$ cat src/rtl/enemy_missile.sv
// enemy_missile
//   Enemy-side shot controller. After a cooldown of COOLDOWN frames it picks a
//   living enemy from the 3x8 grid, starting at a random index. It launches one
//   missile from below that enemy and moves it down SPEED px per frame. It
//   reports a hit on the player ship and draws the missile pixels.
//
// Ports
//   clk, reset          system clock, synchronous active-high reset
//   enable              game running; low aborts any shot and holds off firing
//   frame_tick          one-cycle pulse per video frame
//   random_value[4:0]   random start index, sampled on entry to SELECT
//   enemy_alive[23:0]   bit k = row*8+col alive
//   posX_Nave[10:0]     player ship left x
//   h_counter, v_counter[9:0]  current pixel position
//   posX_Municao2, posY_Municao2[10:0]  missile top-left corner
//   tiro_ativo_inimigo  missile in flight
//   shooter_id[4:0]     index of the last launching enemy
//   hit_player          one-cycle pulse when the missile hits the ship
//   R, G, B[7:0]        missile pixel colour (registered), 0 elsewhere
module enemy_missile #(
    parameter int          COL_X0    = 180,
    parameter int          COL_STEP  = 80,
    parameter int          ROW_Y0    = 40,
    parameter int          ROW_STEP  = 50,
    parameter int          ENEMY_W   = 40,
    parameter int          ENEMY_H   = 30,
    parameter int          MISSILE_W = 4,
    parameter int          MISSILE_H = 12,
    parameter int          SPEED     = 4,
    parameter int          PLAYER_Y  = 440,
    parameter int          PLAYER_W  = 40,
    parameter int          PLAYER_H  = 20,
    parameter int          SCREEN_H  = 480,
    parameter int          COOLDOWN  = 30,
    parameter logic [23:0] COLOR     = 24'hFF2020
) (
    input  logic        clk,
    input  logic        reset,
    input  logic        enable,
    input  logic        frame_tick,
    input  logic [4:0]  random_value,
    input  logic [23:0] enemy_alive,
    input  logic [10:0] posX_Nave,
    input  logic [9:0]  h_counter,
    input  logic [9:0]  v_counter,
    output logic [10:0] posX_Municao2,
    output logic [10:0] posY_Municao2,
    output logic        tiro_ativo_inimigo,
    output logic [4:0]  shooter_id,
    output logic        hit_player,
    output logic [7:0]  R,
    output logic [7:0]  G,
    output logic [7:0]  B
);

    typedef enum logic [1:0] {IDLE, SELECT, FLY, HIT} state_t;

    state_t      state, next_state;
    logic [5:0]  cooldown;
    logic [4:0]  idx;
    logic [4:0]  scans;

    logic [10:0] launch_x, launch_y;
    logic [11:0] mx, my, nx, next_y, hx, vy;
    logic        overlap, off_screen, pixel_on;

    // Launch point: horizontally centred under the enemy sprite, at its bottom edge.
    always_comb begin
        launch_x = 11'(COL_X0 + int'(idx[2:0]) * COL_STEP + ENEMY_W / 2 - MISSILE_W / 2);
        launch_y = 11'(ROW_Y0 + int'(idx[4:3]) * ROW_STEP + ENEMY_H);
    end

    // Geometry in 12 bits so posX_Nave + PLAYER_W cannot wrap.
    always_comb begin
        mx         = {1'b0, posX_Municao2};
        my         = {1'b0, posY_Municao2};
        nx         = {1'b0, posX_Nave};
        hx         = {2'b00, h_counter};
        vy         = {2'b00, v_counter};
        next_y     = my + 12'(SPEED);
        off_screen = frame_tick && (next_y >= 12'(SCREEN_H));
        overlap    = (mx < nx + 12'(PLAYER_W)) && (mx + 12'(MISSILE_W) > nx) &&
                     (my < 12'(PLAYER_Y + PLAYER_H)) && (my + 12'(MISSILE_H) > 12'(PLAYER_Y));
        // Gating with enable blanks the missile on the same edge an abort takes effect.
        pixel_on   = tiro_ativo_inimigo && enable &&
                     (hx >= mx) && (hx < mx + 12'(MISSILE_W)) &&
                     (vy >= my) && (vy < my + 12'(MISSILE_H));
    end

    always_comb begin
        next_state = state;
        case (state)
            IDLE:   if (enable && cooldown == 6'd0) next_state = SELECT;
            SELECT: begin
                if (!enable)                next_state = IDLE;
                else if (enemy_alive[idx])  next_state = FLY;
                else if (scans == 5'd23)    next_state = IDLE;
            end
            FLY: begin
                if (!enable)                next_state = IDLE;
                else if (overlap)           next_state = HIT;
                else if (off_screen)        next_state = IDLE;
            end
            HIT:    next_state = IDLE;
            default: next_state = IDLE;
        endcase
    end

    always_ff @(posedge clk) begin
        if (reset) state <= IDLE;
        else       state <= next_state;
    end

    always_ff @(posedge clk) begin
        if (reset) begin
            cooldown           <= 6'(COOLDOWN);
            idx                <= '0;
            scans              <= '0;
            posX_Municao2      <= '0;
            posY_Municao2      <= '0;
            shooter_id         <= '0;
            tiro_ativo_inimigo <= 1'b0;
            hit_player         <= 1'b0;
            {R, G, B}          <= '0;
        end else begin
            // Flags follow the next state so they line up with the FSM one cycle later.
            tiro_ativo_inimigo <= (next_state == FLY);
            hit_player         <= (next_state == HIT);
            {R, G, B}          <= pixel_on ? COLOR : 24'h000000;

            case (state)
                IDLE: begin
                    if (next_state == SELECT) begin
                        idx   <= (random_value >= 5'd24) ? random_value - 5'd24 : random_value;
                        scans <= '0;
                    end else if (enable && frame_tick && cooldown != 6'd0) begin
                        cooldown <= cooldown - 6'd1;
                    end
                end
                SELECT: begin
                    if (enable) begin
                        if (enemy_alive[idx]) begin
                            posX_Municao2 <= launch_x;
                            posY_Municao2 <= launch_y;
                            shooter_id    <= idx;
                        end else begin
                            idx   <= (idx == 5'd23) ? 5'd0 : idx + 5'd1;
                            scans <= scans + 5'd1;
                        end
                    end
                end
                FLY: begin
                    if (enable && !overlap && frame_tick && !off_screen)
                        posY_Municao2 <= next_y[10:0];
                end
                default: ;
            endcase

            // Every return to IDLE (miss, exhausted scan, hit, abort) restarts the cooldown.
            if (state != IDLE && next_state == IDLE)
                cooldown <= 6'(COOLDOWN);
        end
    end

endmodule
$ cat config.mk
export PLATFORM = sky130hd
export DESIGN_NAME = enemy_missile
export DESIGN_NICKNAME = d
export VERILOG_FILES = /design/src/rtl/enemy_missile.sv
export SDC_FILE = /design/constraint.sdc
export NUM_CORES = 1
export LEC_CHECK = 0
export CAP_MARGIN = 20
export CORE_MARGIN = 5
export CORE_UTILIZATION = 45
export DETAILED_ROUTE_END_ITERATION = 8
export HOLD_SLACK_MARGIN = 0.03
export PLACE_DENSITY_LB_ADDON = 0.3
export SYNTH_ARGS = -nofsm -noshare
export SYNTH_HDL_FRONTEND = slang
export SYNTH_SLANG_ARGS = --single-unit
$ cat constraint.sdc
create_clock -name clk -period 3 [get_ports clk]
set_input_delay 0.6 -clock clk [delete_from_list [all_inputs] [get_ports clk]]
set_output_delay 0.6 -clock clk [all_outputs]
set_load 0.05 [all_outputs]
==> results of run 1 <==
## flip-flops by register name, summed over array words and instances (netlist names)
name and cells:
hit_player 1, tiro_ativo_inimigo 1, idx 5, scans 5, cooldown 6, R 1
state 2, posY_Municao2 10, shooter_id 3, posX_Municao2 8
## stage by stage
| step | cells | setup WS (ps) | total power [mW] | util, % | hold WS [ps] |
|---|---|---|---|---|---|
| 2_1_floorplan | 537 | 96.9 | 0.729 | - | 451 |
| 6_report | 725 | 97.7 | 1.22 | 58.7 | 483 |
| 5_1_grt | 725 | 20.6 | 1.28 | 58.7 | 501 |
| 3_3_place_gp | 713 | -511 | 0.825 | 56.5 | 447 |
| 3_5_place_dp | 713 | -606 | 0.831 | 56.5 | 465 |
| 4_1_cts | 724 | 1.85 | 1.22 | 58.0 | 484 |
## worst register-to-register path, delay by kind of cell (launching register included)
kind,cells,cell delay (ps)
compound gates,5,1290
flops,1,550
fa+ha+maj,1,230
simple gates,1,210
xor+xnor,1,160
buf+inv,1,150
## final timing paths
kind / slack [ps] / end / depth (start not counted)
worst max-delay path: 100 / posY_Municao2[2] / 12
worst min-delay path: 480 / shooter_id[4] / 2
worst max register to register: 280 / cooldown[3] / 9
worst min register to register: 480 / shooter_id[4] / 2
## cells in the final DEF (no fill, tap or decap), drive strengths merged, types with 4 or more instances in the layout
cell type and count:
clkdlybuf4s50 91, ha 61, dfxtp 42, nand2 39, inv 38, nor2 33, a21oi 32, o21ai 26
buf 25, nand3 25, conb 17, nor3 15, xnor2 13, nor2b 11, mux2i 10, a211oi 9
a31oi 7, o31ai 7, xor2 6, nand2b 6, clkbuf 6, o211ai 5, a311oi 5, o21a 4
a21o 4, nand4 4, dlygate4sd2 4, a22oi 4
## logic make-up after synthesis
logic type / share of synthesized area (%)
AOI/OAI and AO/OA: 22.6
xor gates and xnor gates: 3.93
adders and majority gates: 18.0
buffers and inverters: 11.9
DFF: 19.9
muxes: 3.70
other: 0.0886
and+or+nand+nor: 19.8
## where the power goes
group	switching, mW	internal, mW
Clock	0.210	0.185
Combinational	0.133	0.131
Sequential	0.00182	0.560
Total	0.345	0.876
## final cells by class
type	instances	area [um^2]	area share, %
clock inverter	2	12.5	0.232
inverter	38	143	2.64
sequential	42	841	15.6
clock buffer	6	82.6	1.53
tap	111	139	2.57
timing repair buffer	122	1160	21.5
multi-input combinational	404	3020	56.0
## routing by layer
metal	up-vias	wire length, um
li1	2031	-
met1	1920	4900
met2	154	5570
met3	12	735
met4	0	104
met5	-	0
## what timing repair did
item                       in CTS  in global routing
resized for setup              10                 11
pin swaps                       9                 11
setup buffers                   3                  1
setup endpoints to repair      19                 18
==> impl_metrics.yaml, run 1 <==
outcome:
  status: "finished, final reports clean"
floorplan:
  core_um2: 9200
  fp.dieH_um: 107
  die_w_um: 107
  ioPinCount: 117
  initial_utilization_pct: 46.0
  rows: 35
  die_area_um2: 11400
grt:
  grt_pass1_wl_mm: 18.9
  grt_use_met2_pct: 35.8
  first_global_vias: 4047
  grt.overflow.total: 0
  grt_max_degree: 34
  top_usage_layer: "met2"
  antenna_found_initial: 0
  grtUsageMet1_pct: 24.7
  gr-usage-met3_pct: 3.31
  grt_usage_pct: 19.8
timing:
  finClkSkew_ps: 11.1
  rsz0062_at_grt: "no"
  slew_viol_final: 0
  tightest_slew_ps: 671
  hold_viol_final: 0
  timing.fmax_mhz: 345
  relSlewSlack_pct: 55.2
  finalCriticalPeriod_ps: 2900
  fin_crit_sh_pct: 96.7
  setup_tns_ps: 0
  finalSetupViolations: 0
cts:
  cts.htree.levels: 2
  cts_made_buffers: 5
  hold_buffers: 0
  clockBufferDepth: 2
  insertion_delay_ps: 300
  cts_sinks: 42
  tritoncts: "done"
  cts_root_buffer: "clkbuf_8"
  clk_pin_slew_ps: 80
setup_path:
  worstPathArrival_ps: 3100
  startpoint_type: "input pin"
  path_cells: "dlygate4sd2_1, ha_2, o2111ai_4, xnor2_2, ha_1, a211o_1, o221ai_1, nor2_1, o31a_1, o31ai_4, nand2_2, a32o_1"
  crit_required_ps: 3200
  worst-setup-path-type: "input pin to flop"
  cp-startpoint: "posX_Nave[4]"
  endpoint_kind: "flop"
  crit_fanout: 4
  crit_slowest_cell: "o31ai_4"
  rr_startpoint: "posY_Municao2[3]"
  cp_top_family: "compound AO/OA/AOI/OAI gates"
  cp_num_buf_inv: 1
  max_stage_delay_ps: 320
yosys:
  synth.most_common_cell: "ha_1"
  yosysSeqAreaShare_pct: 19.9
  synthTopCellsByCount: "ha_1, dfxtp_1, nand2_1"
  synth_top_cell_by_area: "dfxtp_1"
  synth_warnings: 0
  synth_edf_count: 0
  synth_seq_cells: 42
  yosys-top-cells-area: "dfxtp_1, ha_1, buf_4"
  synthCells: 521
  synth_area_um2: 4230
  ys.flop_type: "dfxtp_1"
  syn_avg_cell_area_um2: 8.12
  synth_top_cell_area_share_pct: 19.9
  synthArstFlopShare_pct: 0
  synth.distinct_cells: 71
power_and_ir_drop:
  leakage_nw: 2.18
  p_per_area_nw_per_um2: 226
  vdd_drop_max_mv: 0.150
cells_and_area:
  fin_area_um2: 5400
  fill_cells: 852
  nNetsFinal: 738
  area.growth.synth_to_final_pct: 27.6
  diodes: 0
  layout-drive-gt1-share_pct: 11.2
worst_hold_path:
  hp-class: "flop to flop"
  hp-start: "shooter_id[4]"
run:
  cap_violations: 0
route:
  via_count: 4117
  firstDrtPassIters: 5
  wl_mm: 11.3
  vias_per_cell: 5.68
  ant_nets: 0
  wl_per_cell_um: 15.6
  drcViolationCount: 0
  drt_iter0_drc: 198
placement:
  placedInstanceArea_um2: 5200
  port_buffers: 97
  routabilityCongestion: 0.890
  dp_hpwl_mm: 9.10
Note: power is estimated with default switching activity, not from simulation.
==> run 2: changes to the inputs <==
--- a/config.mk
+++ b/config.mk
@@ -14,3 +14,4 @@
 export SYNTH_ARGS = -nofsm -noshare
 export SYNTH_HDL_FRONTEND = slang
 export SYNTH_SLANG_ARGS = --single-unit
+export TNS_END_PERCENT = 100
==> results of run 2 <==
No change in the layout: final DEF, timing and power equal those of run 1.
==> run 3: changes to the inputs <==
--- a/config.mk
+++ b/config.mk
@@ -7,7 +7,8 @@
 export LEC_CHECK = 0
 export CAP_MARGIN = 20
 export CORE_MARGIN = 5
-export CORE_UTILIZATION = 45
+export CORE_UTILIZATION = 46
+export CTS_BUF_LIST = sky130_fd_sc_hd__clkbuf_8
 export DETAILED_ROUTE_END_ITERATION = 8
 export HOLD_SLACK_MARGIN = 0.03
 export PLACE_DENSITY_LB_ADDON = 0.3
==> impl_metrics.yaml, run 3 (synthesis results as in run 1) <==
route:
  drcViolationCount: 0
  ant_nets: 0
  drt_iter0_drc: 293
  via_count: 4099
  wl_mm: 11.6
  firstDrtPassIters: 5
  vias_per_cell: 5.65
  wl_per_cell_um: 16.0
setup_path:
  startpoint_type: "input pin"
  worstPathArrival_ps: 3080
  r2r_cells: 8
  crit_fanout: 3
  endpoint_kind: "flop"
  rr_startpoint: "posY_Municao2[3]"
  r2r_slack_ps: 180
  worst-setup-path-type: "input pin to flop"
  r2r-end: "posY_Municao2[7]"
  crit_required_ps: 3190
  cp-startpoint: "posX_Nave[3]"
cts:
  clk_pin_slew_ps: 80
  cts.htree.levels: 2
  cts_made_buffers: 5
  hold_buffers: 0
  clockBufferDepth: 2
  cts_sinks: 42
  cts_root_buffer: "clkbuf_8"
  tritoncts: "done"
  insertion_delay_ps: 300
cells_and_area:
  layout-drive-gt1-share_pct: 11.1
  area.growth.synth_to_final_pct: 27.7
  fill_cells: 820
  largest-register: "posY_Municao2"
  reg_top3: "posY_Municao2 x10, posX_Municao2 x8, cooldown x6"
  fin_area_um2: 5400
  diodes: 0
  final_cell_mix: "clkdlybuf4s50_1, ha_1, dfxtp_1"
  layout_commonest_cell: "clkdlybuf4s50_1"
  largest_reg_flops: 10
  nNetsFinal: 738
  multi_input_area_um2: 3020
  regArea_um2: 841
timing:
  fin_crit_sh_pct: 96.4
  hold_viol_final: 0
  tightest_slew_ps: 876
  finalSetupViolations: 0
  finClkSkew_ps: 7.34
  finalCriticalPeriod_ps: 2890
  relSlewSlack_pct: 41.0
  timing.fmax_mhz: 346
  setup_tns_ps: 0
  slew_viol_final: 0
floorplan:
  rows: 35
  die_w_um: 106
  initial_utilization_pct: 46.4
  core_um2: 9110
  fp.dieH_um: 106
  ioPinCount: 117
  die_area_um2: 11200
placement:
  dp_hpwl_mm: 9.06
  placedInstanceArea_um2: 5200
  port_buffers: 97
  routabilityCongestion: 0.927
power_and_ir_drop:
  vdd_drop_max_mv: 0.224
  leakage_nw: 2.20
  p_per_area_nw_per_um2: 225
grt:
  grt_max_degree: 34
  grt.overflow.total: 0
  grt_usage_pct: 19.9
  grt_pass1_wl_mm: 18.7
  antenna_found_initial: 0
  first_global_vias: 3976
worst_hold_path:
  hp-start: "shooter_id[4]"
  whs_path_depth: 2
  hp-class: "flop to flop"
  holdPathEnd: "shooter_id[4]"
outcome:
  status: "finished, final reports clean"
run:
  cap_violations: 0
==> run 3: cell type report <==
| type | instances | area share, % |
|---|---|---|
| tap | 111 | 2.57 |
| sequential | 42 | 15.6 |
| timing repair buffer | 122 | 21.6 |
| multi-input combinational | 404 | 55.9 |
| clock buffer | 6 | 1.53 |
| inverter | 38 | 2.64 |
| clock inverter | 2 | 0.162 |
==> run 3: report_power, final <==
group	switching, mW	internal, mW	leakage, nW
Clock	0.201	0.183	0.0524
Combinational	0.136	0.133	1.81
Sequential	0.00165	0.560	0.339
Total	0.339	0.875	2.20
==> run 3: worst max-delay path, stage by stage <==
cell and delay, ps:
clkdlybuf4s15_1 200, ha_2 220, o2111ai_4 240, xnor2_2 140
ha_1 260, a211o_1 310, o221ai_2 190, nor2_2 60
o31a_1 150, o31ai_4 310, a21oi_2 100, o31a_1 300
==> run 3: per-layer routing <==
| layer | wire length, um | global-route usage (%) | vias to the layer above |
|---|---|---|---|
| met3 | 903 | 4.43 | 24 |
| li1 | - | - | 2025 |
| met2 | 5550 | 35.6 | 188 |
| met5 | 0 | 0 | - |
| met1 | 4920 | 23.8 | 1862 |
| met4 | 209 | 5.37 | 0 |
==> run 3: worst max path at each step <==
| stage | end | slack, ps |
|---|---|---|
| detailed placement | cooldown[2] | -620 |
| global route | posY_Municao2[5] | -20 |
| CTS | posY_Municao2[7] | 7 |
| finish | posY_Municao2[7] | 110 |
| global placement | posY_Municao2[2] | -500 |
| floorplan | posY_Municao2[7] | 100 |
==> run 3: repair_timing <==
item / in CTS / in global routing
gates cloned: 0 / 0
resized for setup: 10 / 14
setup endpoints to repair: 19 / 18
buffers inserted: 2 / 1
pin swaps: 10 / 11
endpoints found under the hold margin: 0 / 0
==> run 3: through the flow <==
step	util (%)	setup slack [ps]	hold slack (ps)	power (mW)	instances
6_report	59.3	107	496	1.21	725
3_5_place_dp	57.1	-623	474	0.833	714
3_3_place_gp	57.1	-496	448	0.826	714
2_1_floorplan	-	96.9	451	0.729	537
4_1_cts	58.7	7.25	488	1.21	724
5_1_grt	59.3	-22.7	516	1.26	725
